## src/rtl/mem_bus_arbiter.sv

```systemverilog
// mem_bus_arbiter: shares one memory port between the instruction (I) and
// data (D) requesters. One outstanding transaction at a time, with a split
// addr_ok/data_ok handshake. A watchdog raises a sticky err when memory hangs.
// Optional feature macro: ARB_RR_EN. When it is defined, simultaneous requests
// are resolved round-robin. When it is undefined, fixed priority per D_PRIO is used.
module mem_bus_arbiter #(
  parameter int D_PRIO  = 1,
  parameter int TIMEOUT = 1023
) (
  input  logic        clk,
  input  logic        reset,
  input  logic        i_valid,
  input  logic [31:0] i_addr,
  output logic        i_addr_ok,
  output logic        i_data_ok,
  output logic [31:0] i_rdata,
  input  logic        d_valid,
  input  logic [31:0] d_addr,
  input  logic [2:0]  d_size,
  input  logic [3:0]  d_strobe,
  input  logic [31:0] d_wdata,
  output logic        d_addr_ok,
  output logic        d_data_ok,
  output logic [31:0] d_rdata,
  output logic        m_valid,
  output logic [31:0] m_addr,
  output logic [2:0]  m_size,
  output logic [3:0]  m_strobe,
  output logic [31:0] m_wdata,
  input  logic        m_addr_ok,
  input  logic        m_data_ok,
  input  logic [31:0] m_rdata,
  output logic        err
);

  localparam logic [15:0] TO_CNT = 16'(TIMEOUT);

  typedef enum logic [1:0] {
    S_IDLE      = 2'd0,
    S_WAIT_ADDR = 2'd1,
    S_WAIT_DATA = 2'd2
  } state_t;

  state_t      r_state, w_state_nxt;
  logic        r_owner;            // 1 = D owns (or last owned) the bus
  logic [31:0] r_addr, r_wdata;
  logic [2:0]  r_size;
  logic [3:0]  r_strobe;
  logic [15:0] r_cnt;
  logic        r_err;

  logic        w_req, w_pick_d, w_start, w_in_wait;
  logic        w_mv, w_addr_hs, w_data_hs;
  logic [15:0] w_cnt_inc;

  assign w_req     = i_valid | d_valid;
  assign w_start   = (r_state == S_IDLE) & w_req;
  assign w_in_wait = (r_state == S_WAIT_ADDR) | (r_state == S_WAIT_DATA);
  assign w_cnt_inc = (r_cnt == 16'hFFFF) ? r_cnt : r_cnt + 16'd1;

`ifdef ARB_RR_EN
  // On a tie, the side that did not own the previous transaction wins.
  assign w_pick_d = d_valid & (~i_valid | ~r_owner);
`else
  // On a tie, the static D_PRIO setting decides. The loser can starve.
  assign w_pick_d = d_valid & (~i_valid | (D_PRIO != 0));
`endif

  // Next-state logic and handshake decode.
  always_comb begin
    w_state_nxt = r_state;
    w_mv        = 1'b0;
    w_addr_hs   = 1'b0;
    w_data_hs   = 1'b0;
    case (r_state)
      S_IDLE: begin
        if (w_req) w_state_nxt = S_WAIT_ADDR;
      end
      S_WAIT_ADDR: begin
        w_mv = 1'b1;
        if (m_addr_ok) begin
          w_addr_hs = 1'b1;
          if (m_data_ok) begin
            w_data_hs   = 1'b1;
            w_state_nxt = S_IDLE;
          end else begin
            w_state_nxt = S_WAIT_DATA;
          end
        end
      end
      S_WAIT_DATA: begin
        if (m_data_ok) begin
          w_data_hs   = 1'b1;
          w_state_nxt = S_IDLE;
        end
      end
      default: w_state_nxt = S_IDLE;
    endcase
  end

  // State register.
  always_ff @(posedge clk) begin
    if (reset) r_state <= S_IDLE;
    else       r_state <= w_state_nxt;
  end

  // Latch the winner's request fields when leaving IDLE. Later input changes are ignored.
  always_ff @(posedge clk) begin
    if (reset) begin
      r_owner  <= 1'b0;
      r_addr   <= '0;
      r_size   <= '0;
      r_strobe <= '0;
      r_wdata  <= '0;
    end else if (w_start) begin
      r_owner  <= w_pick_d;
      r_addr   <= w_pick_d ? d_addr   : i_addr;
      r_size   <= w_pick_d ? d_size   : 3'b010;
      r_strobe <= w_pick_d ? d_strobe : 4'h0;
      r_wdata  <= w_pick_d ? d_wdata  : 32'h0;
    end
  end

  // Watchdog: counts WAIT cycles per transaction and saturates. err is sticky.
  always_ff @(posedge clk) begin
    if (reset) begin
      r_cnt <= '0;
      r_err <= 1'b0;
    end else if (w_start) begin
      r_cnt <= '0;
    end else if (w_in_wait) begin
      r_cnt <= w_cnt_inc;
      if (w_cnt_inc == TO_CNT) r_err <= 1'b1;
    end
  end

  // Outputs are forced to zero while reset is high, so an abandoned transaction produces no pulses.
  assign m_valid   = w_mv & ~reset;
  assign m_addr    = m_valid ? r_addr   : 32'h0;
  assign m_size    = m_valid ? r_size   : 3'b000;
  assign m_strobe  = m_valid ? r_strobe : 4'h0;
  assign m_wdata   = m_valid ? r_wdata  : 32'h0;

  assign i_addr_ok = w_addr_hs & ~r_owner & ~reset;
  assign d_addr_ok = w_addr_hs &  r_owner & ~reset;
  assign i_data_ok = w_data_hs & ~r_owner & ~reset;
  assign d_data_ok = w_data_hs &  r_owner & ~reset;
  assign i_rdata   = i_data_ok ? m_rdata : 32'h0;
  assign d_rdata   = d_data_ok ? m_rdata : 32'h0;
  assign err       = r_err & ~reset;

endmodule
```

## config.mk

```make
export PLATFORM = sky130hd
export DESIGN_NAME = mem_bus_arbiter
export DESIGN_NICKNAME = d
export VERILOG_FILES = /design/src/rtl/mem_bus_arbiter.sv
export SDC_FILE = /design/constraint.sdc
export NUM_CORES = 1
export LEC_CHECK = 0
export ABC_AREA = 1
export BUFFER_PORTS_ARGS = -buffer_cell sky130_fd_sc_hd__buf_2
export CORE_MARGIN = 2
export CORE_UTILIZATION = 30
export DETAILED_ROUTE_END_ITERATION = 10
export GPL_ROUTABILITY_DRIVEN = 0
export SYNTH_ARGS = -nofsm -noshare
export SYNTH_HDL_FRONTEND = slang
export SYNTH_SLANG_ARGS = --single-unit
```

## constraint.sdc

```tcl
create_clock -name clk -period 2.25 [get_ports clk]
set_input_delay 0.225 -clock clk [delete_from_list [all_inputs] [get_ports clk]]
set_output_delay 0.225 -clock clk [all_outputs]
set_load 0.01 [all_outputs]
```

==> run_results.csv <==
group,metric,value,unit
worst_setup_path,regToRegStartpoint,"r_cnt[1]$_SDFFE_PP0N_",
timing,period_minus_slack,2.11,ns
clock_network,htreeDepth,3,
worst_setup_path,cp.arrival,1.88,ns
synth,synthSimpleGateAreaFrac,30.9,%
synth,synth_top_family_by_area,"simple AND/OR/NAND/NOR gates",
clock_network,numCtsBuffers,9,
synth,synth_fa_ha_area_share,1.01,%
worst_setup_path,path_max_fanout,32,
worst_setup_path,endpoint_kind,"output port",
hold_path,min_from,"d_wdata[2]",
power_and_ir_drop,clockPowerShare,33.6,%
global_routing,overflow,0,
hold_path,worstHoldPathCells,3,
status,status,"complete, no violations",
worst_setup_path,critical_path.cell_chain,"inv_2 > ha_2 > nand2_2 > nand2_2 > nand3_4 > nor3_4 > inv_2 > buf_12 > nor2_1 > buf_2",
floorplanning,initial_core_util,30.9,%
worst_setup_path,cp_top_family,"simple AND/OR/NAND/NOR gates",
synth,yosysSeqAreaShare,36.9,%
hold_path,holdCritPathClass,"primary input to flip-flop",
final_layout,fill_cells,1709,
power_and_ir_drop,p_sw,0.00139,W
final_layout,drive_gt1_share,32.3,%
clock_network,clkLatencyLatePin,0.34,ns
worst_setup_path,critical_path_class,"flip-flop to output port",
clock_network,cts_root_buffer,"clkbuf_16",
timing,finalCritPeriodShare,93.7,%
route,drcViolationCount,0,
placed_design,port_buffers,281,
worst_setup_path,worstSetupStartpointType,"flip-flop",
timing,worst_pin_slew,0.398,ns
power_and_ir_drop,comb_power_share,23.5,%
timing,worst_hold_slack,0.114,ns
synth,avgSynthCellArea,6.24,sq um
synth,synthesis.area,4940,sq um
timing,slew_headroom,73.5,%
final_layout,final_util,43.3,%
global_routing,grt_pass1_wl,26300,um
hold_path,min_to,"r_wdata[2]$_SDFFE_PP0P_",
power_and_ir_drop,irDropWorstVdd,355,uV
power_and_ir_drop,intPower,0.00310,W
route,drt_first_pass_iters,5,
timing,finalSetupViolations,0,
placed_design,preCtsSetupSlack,0.350,ns
timing,fin_skew,0.00850,ns
power_and_ir_drop,p_leak,3.64,nW
clock_network,clk_pin_slew,0.06,ns
clock_network,tritoncts,"built",
final_layout,fin_nets,1195,
run,drv_cap,0,
power_and_ir_drop,power,0.00449,W
worst_setup_path,slowest_stage,"dfxtp_1",
floorplanning,core_region_area,16000,sq um
power_and_ir_drop,seq_power_share,42.9,%
floorplanning,core.rowCount,46,
final_layout,final_cell_mix,"buf_2 (281), nor2_1 (162), inv_1 (134)",
floorplanning,die-area,17500,sq um
synth,synth.ff_latch_count,91,
clock_network,cts_num_sinks,91,
synth,synth.distinct_cells,30,
route,vias,5704,
power_and_ir_drop,power_density,649,nW/um^2
clock_network,holdBufCountCts,0,
route,drt-total-wl,16500,um
global_routing,grt_usage,18.2,%
worst_setup_path,cp-startpoint,"r_state[1]$_SDFFE_PP0P_",
route,wl_per_cell,13.0,um
placed_design,place_hpwl,12400,um
floorplanning,ios,282,
worst_setup_path,regToRegSetupSlack,0.44,ns
final_layout,n_antenna_cell,0,
timing,hold_viol_final,0,
global_routing,antenna_found_initial,1,
synth,synthesis.nets,937,
route,route.antenna.remaining_nets,0,
clock_network,cts_buffer_depth,2,
worst_setup_path,path_buf_inv,4,
route,via_per_inst,4.49,
final_layout,area_delta_synth_final,40.2,%
power_and_ir_drop,swShare,30.9,%
synth,synthMuxAreaShare,0,%
synth,synth-compound-area-share,15.7,%
worst_setup_path,regToRegEndpoint,"r_err$_SDFFE_PP0P_",
synth,synth_xor_xnor_area_share,0.532,%
route,drtIter0Drc,375,
floorplanning,die_x,132,um
floorplanning,die_h,132,um
timing,slew_violations,0,
global_routing,grt_max_degree,72,
timing,setup_slack,0.142,ns
synth,yosys_warnings,0,
timing,fmax,474,MHz
worst_setup_path,reg2reg_depth,13,
global_routing,grt_pass1_vias,5301,
worst_setup_path,crit_path_max_incr_delay,0.33,ns
worst_setup_path,worstPathRequired,2.03,ns
final_layout,mostFrequentLayoutCell,"buf_2",
synth,postSynthCellCount,792,
routing by layer:
metal / vias up / wire length, um / GRT usage (%)
met2: 222 / 7330 / 28.4
met3: 16 / 1430 / 6.31
met5: - / 13 / 0
met1: 2486 / 7480 / 24.0
met4: 2 / 200 / 4.42
li1: 2978 / - / -
cell families after synthesis:
group           Yosys count
simple gates            363
fa+ha+maj                 4
compound gates          139
xor+xnor                  3
flops                    91
buf+inv                 192
worst register-to-register path: cells and delay by family, from the launching register on:
family / cells / cell delay [ns]
adder cells (fa/ha/maj): 1 / 0.29
buffers and inverters: 2 / 0.18
flip-flops: 1 / 0.40
AND/OR/NAND/NOR: 10 / 0.87
power groups by stage:
stage,Clock [W],Combinational (W),Sequential (W)
6_report,0.00151,0.00106,0.00193
3_3_place_gp,0,0.00104,0.00195
5_1_grt,0.00162,0.00121,0.00195
3_5_place_dp,0,0.00103,0.00196
2_1_floorplan,0,0.000672,0.00193
4_1_cts,0.00158,0.00104,0.00192
registers in the layout, summed over array words and instances (netlist names):
name and flops:
r_cnt 16, r_err 1, r_state 2, r_wdata 32, r_owner 1, r_strobe 4
r_addr 32, r_size 3
through the flow:
stage	setup TNS [ns]	cell area [sq um]	instances
floorplan	0	4940	792
global route	-0.0171	6930	1270
global placement	0	6550	1253
finish	0	6930	1270
CTS	0	6850	1268
detailed placement	0	6550	1253
cell usage after synthesis, drive strengths merged:
cell | count | area, sq um
nand2 | 123 | 479
clkinv | 1 | 5.00
xor2 | 2 | 17.5
nand3 | 59 | 300
nor2 | 169 | 678
o211ai | 8 | 60.1
o21bai | 2 | 15.0
nand4 | 7 | 43.8
o22ai | 1 | 6.26
a31oi | 34 | 213
buf | 8 | 51.3
ha | 4 | 50.1
inv | 143 | 537
nor3 | 5 | 25.0
clkbuf | 40 | 150
a41oi | 1 | 8.76
dfxtp | 91 | 1820
o21ai | 85 | 433
a21oi | 8 | 40.0
xnor2 | 1 | 8.76
worst max-delay path by stage:
| stage | end | slack, ns | cells past startpoint |
|---|---|---|---|
| global placement | i_rdata[16] | 0.42 | 8 |
| global route | d_rdata[5] | -0.007 | 10 |
| CTS | i_rdata[15] | 0.04 | 8 |
| finish | d_rdata[0] | 0.14 | 10 |
| detailed placement | i_rdata[15] | 0.35 | 8 |
| floorplan | d_rdata[10] | 0.34 | 7 |
repair_timing:
item	4_1_cts	5_1_grt
pin swaps	0	1
gates resized for setup	2	16
setup buffers	0	2
setup endpoints to repair	18	64
area by class of cell:
type	count	area (sq um)	share of cell area, %
inverter	144	542	7.82
tap	216	270	3.90
clock buffer	12	246	3.56
sequential	91	1820	26.3
multi-input combinational	509	2440	35.2
clock inverter	3	47.5	0.686
timing repair buffer	295	1570	22.6
Power figures use the tool's default switching activity.
